[src/rtl/cnn_img_streamer.sv]
// Image sequencer and scorer for the CNN MNIST core: streams images from a pixel ROM,
// scores each decision against a label ROM and computes integer accuracy.
//
// state  | meaning
// IDLE   | waiting for start; core out of reset
// CRST   | holding the core in reset before an image
// STREAM | issuing pixel reads and draining the 2-cycle pixel pipeline
// WAIT   | waiting for the core decision or timeout
// NEXT   | deciding between next image and accuracy computation
// CALC   | restoring division for acc_pct, then done
module cnn_img_streamer #(
  parameter int IMG_W   = 28,
  parameter int IMG_H   = 28,
  parameter int PIX_W   = 8,
  parameter int CNT_W   = 11,
  parameter int ADDR_W  = 20,
  parameter int RST_CYC = 2,
  parameter int TIMEOUT = 4096
) (
  input  logic              clk,
  input  logic              rst_n,
  input  logic              start,
  input  logic [CNT_W-1:0]  num_img,
  input  logic              stride_mode,
  input  logic [CNT_W-1:0]  stride,
  output logic              mem_rd_en,
  output logic [ADDR_W-1:0] mem_addr,
  input  logic [PIX_W-1:0]  mem_rdata,
  output logic [CNT_W-1:0]  lbl_addr,
  input  logic [3:0]        lbl_rdata,
  output logic              cnn_rst_n,
  output logic              cnn_pix_valid,
  output logic [PIX_W-1:0]  cnn_data_in,
  input  logic              cnn_valid_out,
  input  logic [3:0]        cnn_decision,
  output logic              busy,
  output logic              done,
  output logic [CNT_W-1:0]  img_cnt,
  output logic [CNT_W-1:0]  hit_cnt,
  output logic [CNT_W-1:0]  timeout_cnt,
  output logic [6:0]        acc_pct
);

  localparam int P    = IMG_W * IMG_H;
  localparam int KW   = $clog2(P + 2);
  localparam int TMAX = (TIMEOUT > RST_CYC) ? TIMEOUT : RST_CYC;
  localparam int TW   = $clog2(TMAX + 1);
  localparam int DW   = CNT_W + 7;
  localparam int DCW  = $clog2(DW + 1);

  localparam logic [KW-1:0]    K_LAST_RD = KW'(P - 1);
  localparam logic [KW-1:0]    K_END     = KW'(P + 1);
  localparam logic [TW-1:0]    T_RST     = TW'(RST_CYC - 1);
  localparam logic [TW-1:0]    T_WAIT    = TW'(TIMEOUT - 1);
  localparam logic [CNT_W:0]   ONE_W     = (CNT_W+1)'(1);

  typedef enum logic [2:0] {S_IDLE, S_CRST, S_STREAM, S_WAIT, S_NEXT, S_CALC} state_t;

  state_t             state, state_nxt;
  logic [CNT_W-1:0]   idx, idx_nxt, num_q, num_nxt, stride_q, stride_nxt;
  logic               smode_q, smode_nxt;
  logic [KW-1:0]      k, k_nxt;
  logic [TW-1:0]      tmr, tmr_nxt;
  logic [3:0]         label_q, label_nxt;
  logic [DW-1:0]      dvd, dvd_nxt;
  logic [CNT_W-1:0]   rem, rem_nxt;
  logic [DCW-1:0]     div_cnt, div_cnt_nxt;

  logic               mem_rd_en_nxt, cnn_rst_n_nxt, busy_nxt, done_nxt;
  logic [ADDR_W-1:0]  mem_addr_nxt;
  logic [CNT_W-1:0]   lbl_addr_nxt, img_cnt_nxt, hit_cnt_nxt, timeout_cnt_nxt;
  logic [6:0]         acc_pct_nxt;
  logic               rd_d1;

  logic [ADDR_W-1:0]  base;
  logic [CNT_W:0]     step, idx_sum, rem_sh;
  logic [CNT_W-1:0]   idx_adv;
  logic               ge;

  always_comb begin
    base    = ADDR_W'(idx) * ADDR_W'(P);
    step    = smode_q ? {1'b0, stride_q} : ONE_W;
    idx_sum = {1'b0, idx} + step;
    // Strided wrap uses one extra bit so idx+stride cannot overflow before the compare.
    idx_adv = (smode_q && (idx_sum >= {1'b0, num_q})) ? CNT_W'(idx_sum - {1'b0, num_q})
                                                      : idx_sum[CNT_W-1:0];
    rem_sh  = {rem, dvd[DW-1]};
    ge      = rem_sh >= {1'b0, num_q};
  end

  always_comb begin
    state_nxt       = state;
    idx_nxt         = idx;
    num_nxt         = num_q;
    stride_nxt      = stride_q;
    smode_nxt       = smode_q;
    k_nxt           = k;
    tmr_nxt         = tmr;
    label_nxt       = label_q;
    dvd_nxt         = dvd;
    rem_nxt         = rem;
    div_cnt_nxt     = div_cnt;
    mem_rd_en_nxt   = mem_rd_en;
    mem_addr_nxt    = mem_addr;
    lbl_addr_nxt    = lbl_addr;
    cnn_rst_n_nxt   = cnn_rst_n;
    busy_nxt        = busy;
    done_nxt        = 1'b0;
    img_cnt_nxt     = img_cnt;
    hit_cnt_nxt     = hit_cnt;
    timeout_cnt_nxt = timeout_cnt;
    acc_pct_nxt     = acc_pct;

    case (state)
      S_IDLE: begin
        cnn_rst_n_nxt = 1'b1;
        // done is high in the first IDLE cycle; a start there is dropped.
        if (start && !done) begin
          num_nxt         = num_img;
          smode_nxt       = stride_mode;
          stride_nxt      = stride;
          idx_nxt         = '0;
          img_cnt_nxt     = '0;
          hit_cnt_nxt     = '0;
          timeout_cnt_nxt = '0;
          acc_pct_nxt     = '0;
          busy_nxt        = 1'b1;
          if (num_img == '0) begin
            state_nxt = S_CALC;
          end else begin
            state_nxt     = S_CRST;
            cnn_rst_n_nxt = 1'b0;
            lbl_addr_nxt  = '0;
            tmr_nxt       = T_RST;
          end
        end
      end
      S_CRST: begin
        if (tmr == '0) begin
          state_nxt     = S_STREAM;
          cnn_rst_n_nxt = 1'b1;
          mem_rd_en_nxt = 1'b1;
          mem_addr_nxt  = base;
          k_nxt         = '0;
        end else begin
          tmr_nxt = tmr - TW'(1);
        end
      end
      S_STREAM: begin
        label_nxt = lbl_rdata;
        k_nxt     = k + KW'(1);
        if (k < K_LAST_RD) mem_addr_nxt = mem_addr + ADDR_W'(1);
        else               mem_rd_en_nxt = 1'b0;
        if (k == K_END) begin
          state_nxt = S_WAIT;
          tmr_nxt   = T_WAIT;
        end
      end
      S_WAIT: begin
        if (cnn_valid_out) begin
          img_cnt_nxt = img_cnt + CNT_W'(1);
          if (cnn_decision == label_q) hit_cnt_nxt = hit_cnt + CNT_W'(1);
          state_nxt = S_NEXT;
        end else if (tmr == '0) begin
          img_cnt_nxt     = img_cnt + CNT_W'(1);
          timeout_cnt_nxt = timeout_cnt + CNT_W'(1);
          state_nxt       = S_NEXT;
        end else begin
          tmr_nxt = tmr - TW'(1);
        end
      end
      S_NEXT: begin
        if (img_cnt == num_q) begin
          state_nxt   = S_CALC;
          dvd_nxt     = DW'(hit_cnt) * DW'(100);
          rem_nxt     = '0;
          div_cnt_nxt = DCW'(DW);
        end else begin
          state_nxt     = S_CRST;
          idx_nxt       = idx_adv;
          lbl_addr_nxt  = idx_adv;
          cnn_rst_n_nxt = 1'b0;
          tmr_nxt       = T_RST;
        end
      end
      S_CALC: begin
        if (num_q == '0) begin
          acc_pct_nxt = '0;
          done_nxt    = 1'b1;
          busy_nxt    = 1'b0;
          state_nxt   = S_IDLE;
        end else begin
          // Quotient bits shift into the dividend register as it empties.
          dvd_nxt     = {dvd[DW-2:0], ge};
          rem_nxt     = ge ? CNT_W'(rem_sh - {1'b0, num_q}) : rem_sh[CNT_W-1:0];
          div_cnt_nxt = div_cnt - DCW'(1);
          if (div_cnt == DCW'(1)) begin
            acc_pct_nxt = {dvd[5:0], ge};
            done_nxt    = 1'b1;
            busy_nxt    = 1'b0;
            state_nxt   = S_IDLE;
          end
        end
      end
      default: state_nxt = S_IDLE;
    endcase
  end

  always_ff @(posedge clk) begin
    if (!rst_n) begin
      state       <= S_IDLE;
      idx         <= '0;
      num_q       <= '0;
      stride_q    <= '0;
      smode_q     <= 1'b0;
      k           <= '0;
      tmr         <= '0;
      label_q     <= '0;
      dvd         <= '0;
      rem         <= '0;
      div_cnt     <= '0;
      mem_rd_en   <= 1'b0;
      mem_addr    <= '0;
      lbl_addr    <= '0;
      cnn_rst_n   <= 1'b0;
      busy        <= 1'b0;
      done        <= 1'b0;
      img_cnt     <= '0;
      hit_cnt     <= '0;
      timeout_cnt <= '0;
      acc_pct     <= '0;
    end else begin
      state       <= state_nxt;
      idx         <= idx_nxt;
      num_q       <= num_nxt;
      stride_q    <= stride_nxt;
      smode_q     <= smode_nxt;
      k           <= k_nxt;
      tmr         <= tmr_nxt;
      label_q     <= label_nxt;
      dvd         <= dvd_nxt;
      rem         <= rem_nxt;
      div_cnt     <= div_cnt_nxt;
      mem_rd_en   <= mem_rd_en_nxt;
      mem_addr    <= mem_addr_nxt;
      lbl_addr    <= lbl_addr_nxt;
      cnn_rst_n   <= cnn_rst_n_nxt;
      busy        <= busy_nxt;
      done        <= done_nxt;
      img_cnt     <= img_cnt_nxt;
      hit_cnt     <= hit_cnt_nxt;
      timeout_cnt <= timeout_cnt_nxt;
      acc_pct     <= acc_pct_nxt;
    end
  end

  // ROM data lands one cycle after the read; one more register puts it on the core.
  always_ff @(posedge clk) begin
    if (!rst_n) begin
      rd_d1         <= 1'b0;
      cnn_pix_valid <= 1'b0;
      cnn_data_in   <= '0;
    end else begin
      rd_d1         <= mem_rd_en;
      cnn_pix_valid <= rd_d1;
      if (rd_d1) cnn_data_in <= mem_rdata;
    end
  end

endmodule

[config.mk]
export PLATFORM = sky130hd
export DESIGN_NAME = cnn_img_streamer
export DESIGN_NICKNAME = d
export VERILOG_FILES = /design/src/rtl/cnn_img_streamer.sv
export SDC_FILE = /design/constraint.sdc
export NUM_CORES = 1
export LEC_CHECK = 0
export ABC_AREA = 1
export ABC_CLOCK_PERIOD_IN_PS = 4900
export CAP_MARGIN = 0
export CORE_MARGIN = 3
export CORE_UTILIZATION = 50
export CTS_CLUSTER_DIAMETER = 30
export CTS_CLUSTER_SIZE = 10
export DETAILED_ROUTE_END_ITERATION = 6
export GPL_ROUTABILITY_DRIVEN = 0
export MAX_ROUTING_LAYER = met4
export PLACE_DENSITY = 0.71
export SLEW_MARGIN = 10
export SYNTH_ARGS = -nofsm -noshare
export SYNTH_HDL_FRONTEND = slang
export SYNTH_SLANG_ARGS = --single-unit
[constraint.sdc]
create_clock -name clk -period 4.9 [get_ports clk]
set_input_delay 0.98 -clock clk [delete_from_list [all_inputs] [get_ports clk]]
set_output_delay 0.98 -clock clk [all_outputs]
set_load 0.1 [all_outputs]
==> impl_metrics.json, run 1 <==
{
  "synth_seq_cells": 183,
  "synth.cell_area_um2": 12600,
  "outcome": "completed",
  "critPathBufInv": 1,
  "synth.most_common_cell": "nand2_1",
  "yosys.area.top_type": "dfxtp_1",
  "place_area_um2": 14100,
  "period_share_pct": 86.8,
  "hold_buffers": 0,
  "die_h_um": 165,
  "viasPerCell": 5.35,
  "crit_chain": "nand2_1 > ha_1 > fa_1 > nand3_1 > nand2_1 > a21oi_1 > xor2_1 > inv_1 > ha_1 > nand2_1 > nor2_1 > nand3_1 > nand3_1 > nand2_1 > nand3_1 > nand2_1 > nand2_1 > nand3_1 > a21oi_1",
  "syn_inst": 1905,
  "rsz0062_at_grt": "false",
  "ios": 127,
  "clk_pin_slew_ns": 0.08,
  "drtIter0Drc": 943,
  "nNetsFinal": 2171,
  "power_w": 0.00813,
  "antenna_found_initial": 1,
  "p_seq_share_pct": 25.0,
  "p_int_w": 0.00394,
  "max_stage_delay_ns": 0.61,
  "grt_max_degree": 101,
  "cp_data_arrival_time_ns": 4.61,
  "grt_pass1_vias": 11800,
  "fp.coreArea_um2": 24600,
  "clk-insertion-delay-late_ns": 0.44,
  "clock_sinks": 183,
  "ys_async_sr_fraction_pct": 0,
  "reg2reg_from": "smode_q",
  "drive_above_1_share_pct": 4.87,
  "crit_family": "simple AND/OR/NAND/NOR gates",
  "hp-start": "tmr[12]",
  "io_buffers": 126,
  "ys_types": 50,
  "crit_top_cell": "nand2_1",
  "drv_slew": 0,
  "ys_seq_area_share_pct": 29.0,
  "num_vias": 12500,
  "fillCellCount": 2289,
  "final_util_pct": 59.8,
  "slew_headroom_pct": 33.8,
  "fin_cells": 2338,
  "fp.dieW_um": 165,
  "grt_pass1_wl_um": 56300,
  "power.density_nw_per_um2": 553,
  "end_kind": "flip-flop",
  "hold_viol": 0,
  "power.switching_w": 0.00419,
  "initial_utilization_pct": 51.4,
  "min_path_type": "flip-flop to flip-flop",
  "track_usage_pct": 26.0,
  "tns_ns": 0,
  "die_area_um2": 27200,
  "synth_edf_count": 0,
  "yosys_warnings": 0,
  "drc": 0,
  "ant_nets": 0,
  "firstDrtPassIters": 6,
  "timing.fmax_mhz": 235,
  "drt-total-wl_um": 34000,
  "cts_buffers": 17,
  "synth.area.top_cells": "dfxtp_1 (29%), nand2_1 (14%), ha_1 (11%)",
  "swShare_pct": 51.5,
  "setup-violations-final": 0,
  "p_comb_share_pct": 57.1,
  "wl_per_cell_um": 14.5,
  "final.min_clock_period_ns": 4.25,
  "drv_cap": 0,
  "startpoint": "smode_q",
  "critPathRequiredTime_ns": 5.26,
  "post-place-cells": 2305,
  "syn-num-nets": 2076,
  "p_leak_nw": 6.88,
  "crit_fanout": 14,
  "critical-path-slowest-cell": "dfxtp_1",
  "netlist_top_cells_count": "nand2_1 (468), inv_1 (258), dfxtp_1 (183)",
  "syn_avg_cell_area_um2": 6.63,
  "syn_to_final_growth_pct": 16.4,
  "ctsResizeCount": 0,
  "grt-ovfl-total": 0,
  "fin_area_um2": 14700,
  "ctsHtreeMaxLevel": 4,
  "std_cell_rows": 57,
  "tightest_slew_ns": 0.990,
  "skew_ns": 0.0156,
  "post_cts_buffers": 0,
  "clkPwrFrac_pct": 18.0,
  "cts_buffer_depth": 2,
  "crit_type": "flip-flop to flip-flop",
  "dpl.hpwl_um": 25100,
  "cts-root-buf": "clkbuf_16",
  "yosys_most_used_dff": "dfxtp_1",
  "yosys.area.top_type_share_pct": 29.0,
  "cts_tree": "built",
  "ir_drop_v": 0.000438,
  "start_kind": "flip-flop"
}
[state kept, by name, indices dropped and copies added, names as in the netlist, 3 cells and up]
register     cells
state            3
num_q           11
dvd             18
img_cnt         11
div_cnt          5
hit_cnt         11
lbl_addr        11
mem_addr        20
k               10
timeout_cnt     11
tmr             13
cnn_data_in      8
acc_pct          7
label_q          4
stride_q        11
rem             11
idx             11
[placed cells by master, fill, tap and decap left out, drive strengths merged, types with 27 or more instances in the layout]
cell / count
nand3: 137
nand4: 41
nand2: 472
clkdlybuf4s50: 125
o21ai: 109
nor3: 27
dfxtp: 183
nor2: 183
a21oi: 172
xor2: 34
inv: 294
ha: 113
[power groups by stage]
stage	Combinational (W)	Sequential [W]	Clock, W
detailed placement	0.00458	0.00206	0
CTS	0.00462	0.00203	0.00148
floorplan	0.00302	0.00260	0
global placement	0.00453	0.00205	0
finish	0.00464	0.00203	0.00146
global route	0.00520	0.00206	0.00154
[worst register-to-register path, stage by stage (launching register included)]
cell	delay (ns)
dfxtp_1	0.61
nand2_1	0.12
ha_1	0.23
fa_1	0.42
nand3_1	0.11
nand2_1	0.11
a21oi_1	0.19
xor2_1	0.27
inv_1	0.08
ha_1	0.35
nand2_1	0.10
nor2_1	0.13
nand3_1	0.11
nand3_1	0.10
nand2_1	0.06
nand3_1	0.33
nand2_1	0.40
nand2_1	0.16
nand3_1	0.11
a21oi_1	0.19
[metrics by stage]
stage / hold slack, ns / worst slack, ns
finish: 0.449 / 0.647
detailed placement: 0.443 / 0.781
floorplan: 0.415 / 1.30
CTS: 0.453 / 0.711
global route: 0.471 / 0.239
global placement: 0.422 / 0.963
[routing by layer]
layer  global-route usage (%)  up-vias  share of wire [%]
met4                     8.08        0                2.7
li1                         -     6363                  -
met1                     33.0     5743                 45
met2                     42.7      357                 47
met5                        -        -                  0
met3                     4.24       55                5.4
[cells by family (layout without fill, tap and decap cells)]
| group | Yosys count | in the layout | share of synthesized area [%] |
|---|---|---|---|
| other | 0 | 1 | 0 |
| xor gates and xnor gates | 52 | 52 | 3.60 |
| buffers and inverters | 341 | 449 | 10.6 |
| AOI/OAI and AO/OA | 320 | 320 | 13.4 |
| and+or+nand+nor | 881 | 881 | 29.9 |
| DFF | 183 | 183 | 29.0 |
| adders and majority gates | 128 | 128 | 13.6 |
[layout make-up]
class / count / area (um^2) / area share (%)
antenna: 1 / 2.50 / 0.0170
clock buffer: 18 / 439 / 2.99
clock inverter: 14 / 174 / 1.18
inverter: 284 / 1070 / 7.28
multi-input combinational: 1381 / 7640 / 52.0
sequential: 183 / 3660 / 24.9
tap: 324 / 405 / 2.76
timing repair buffer: 133 / 1310 / 8.90
[worst paths after layout]
check / endpoint / slack, ns / cells after the start
max: idx[7] / 0.65 / 19
min: tmr[12] / 0.45 / 2
max reg2reg: idx[7] / 0.65 / 19
min reg2reg: tmr[12] / 0.45 / 2
Power figures use the tool's default switching activity.
==> run 2, diff against run 1 <==
Settings changed: SLEW_MARGIN 10 to default.
==> results of run 2 <==
The final DEF is identical to that of run 1; final timing and power are the same.
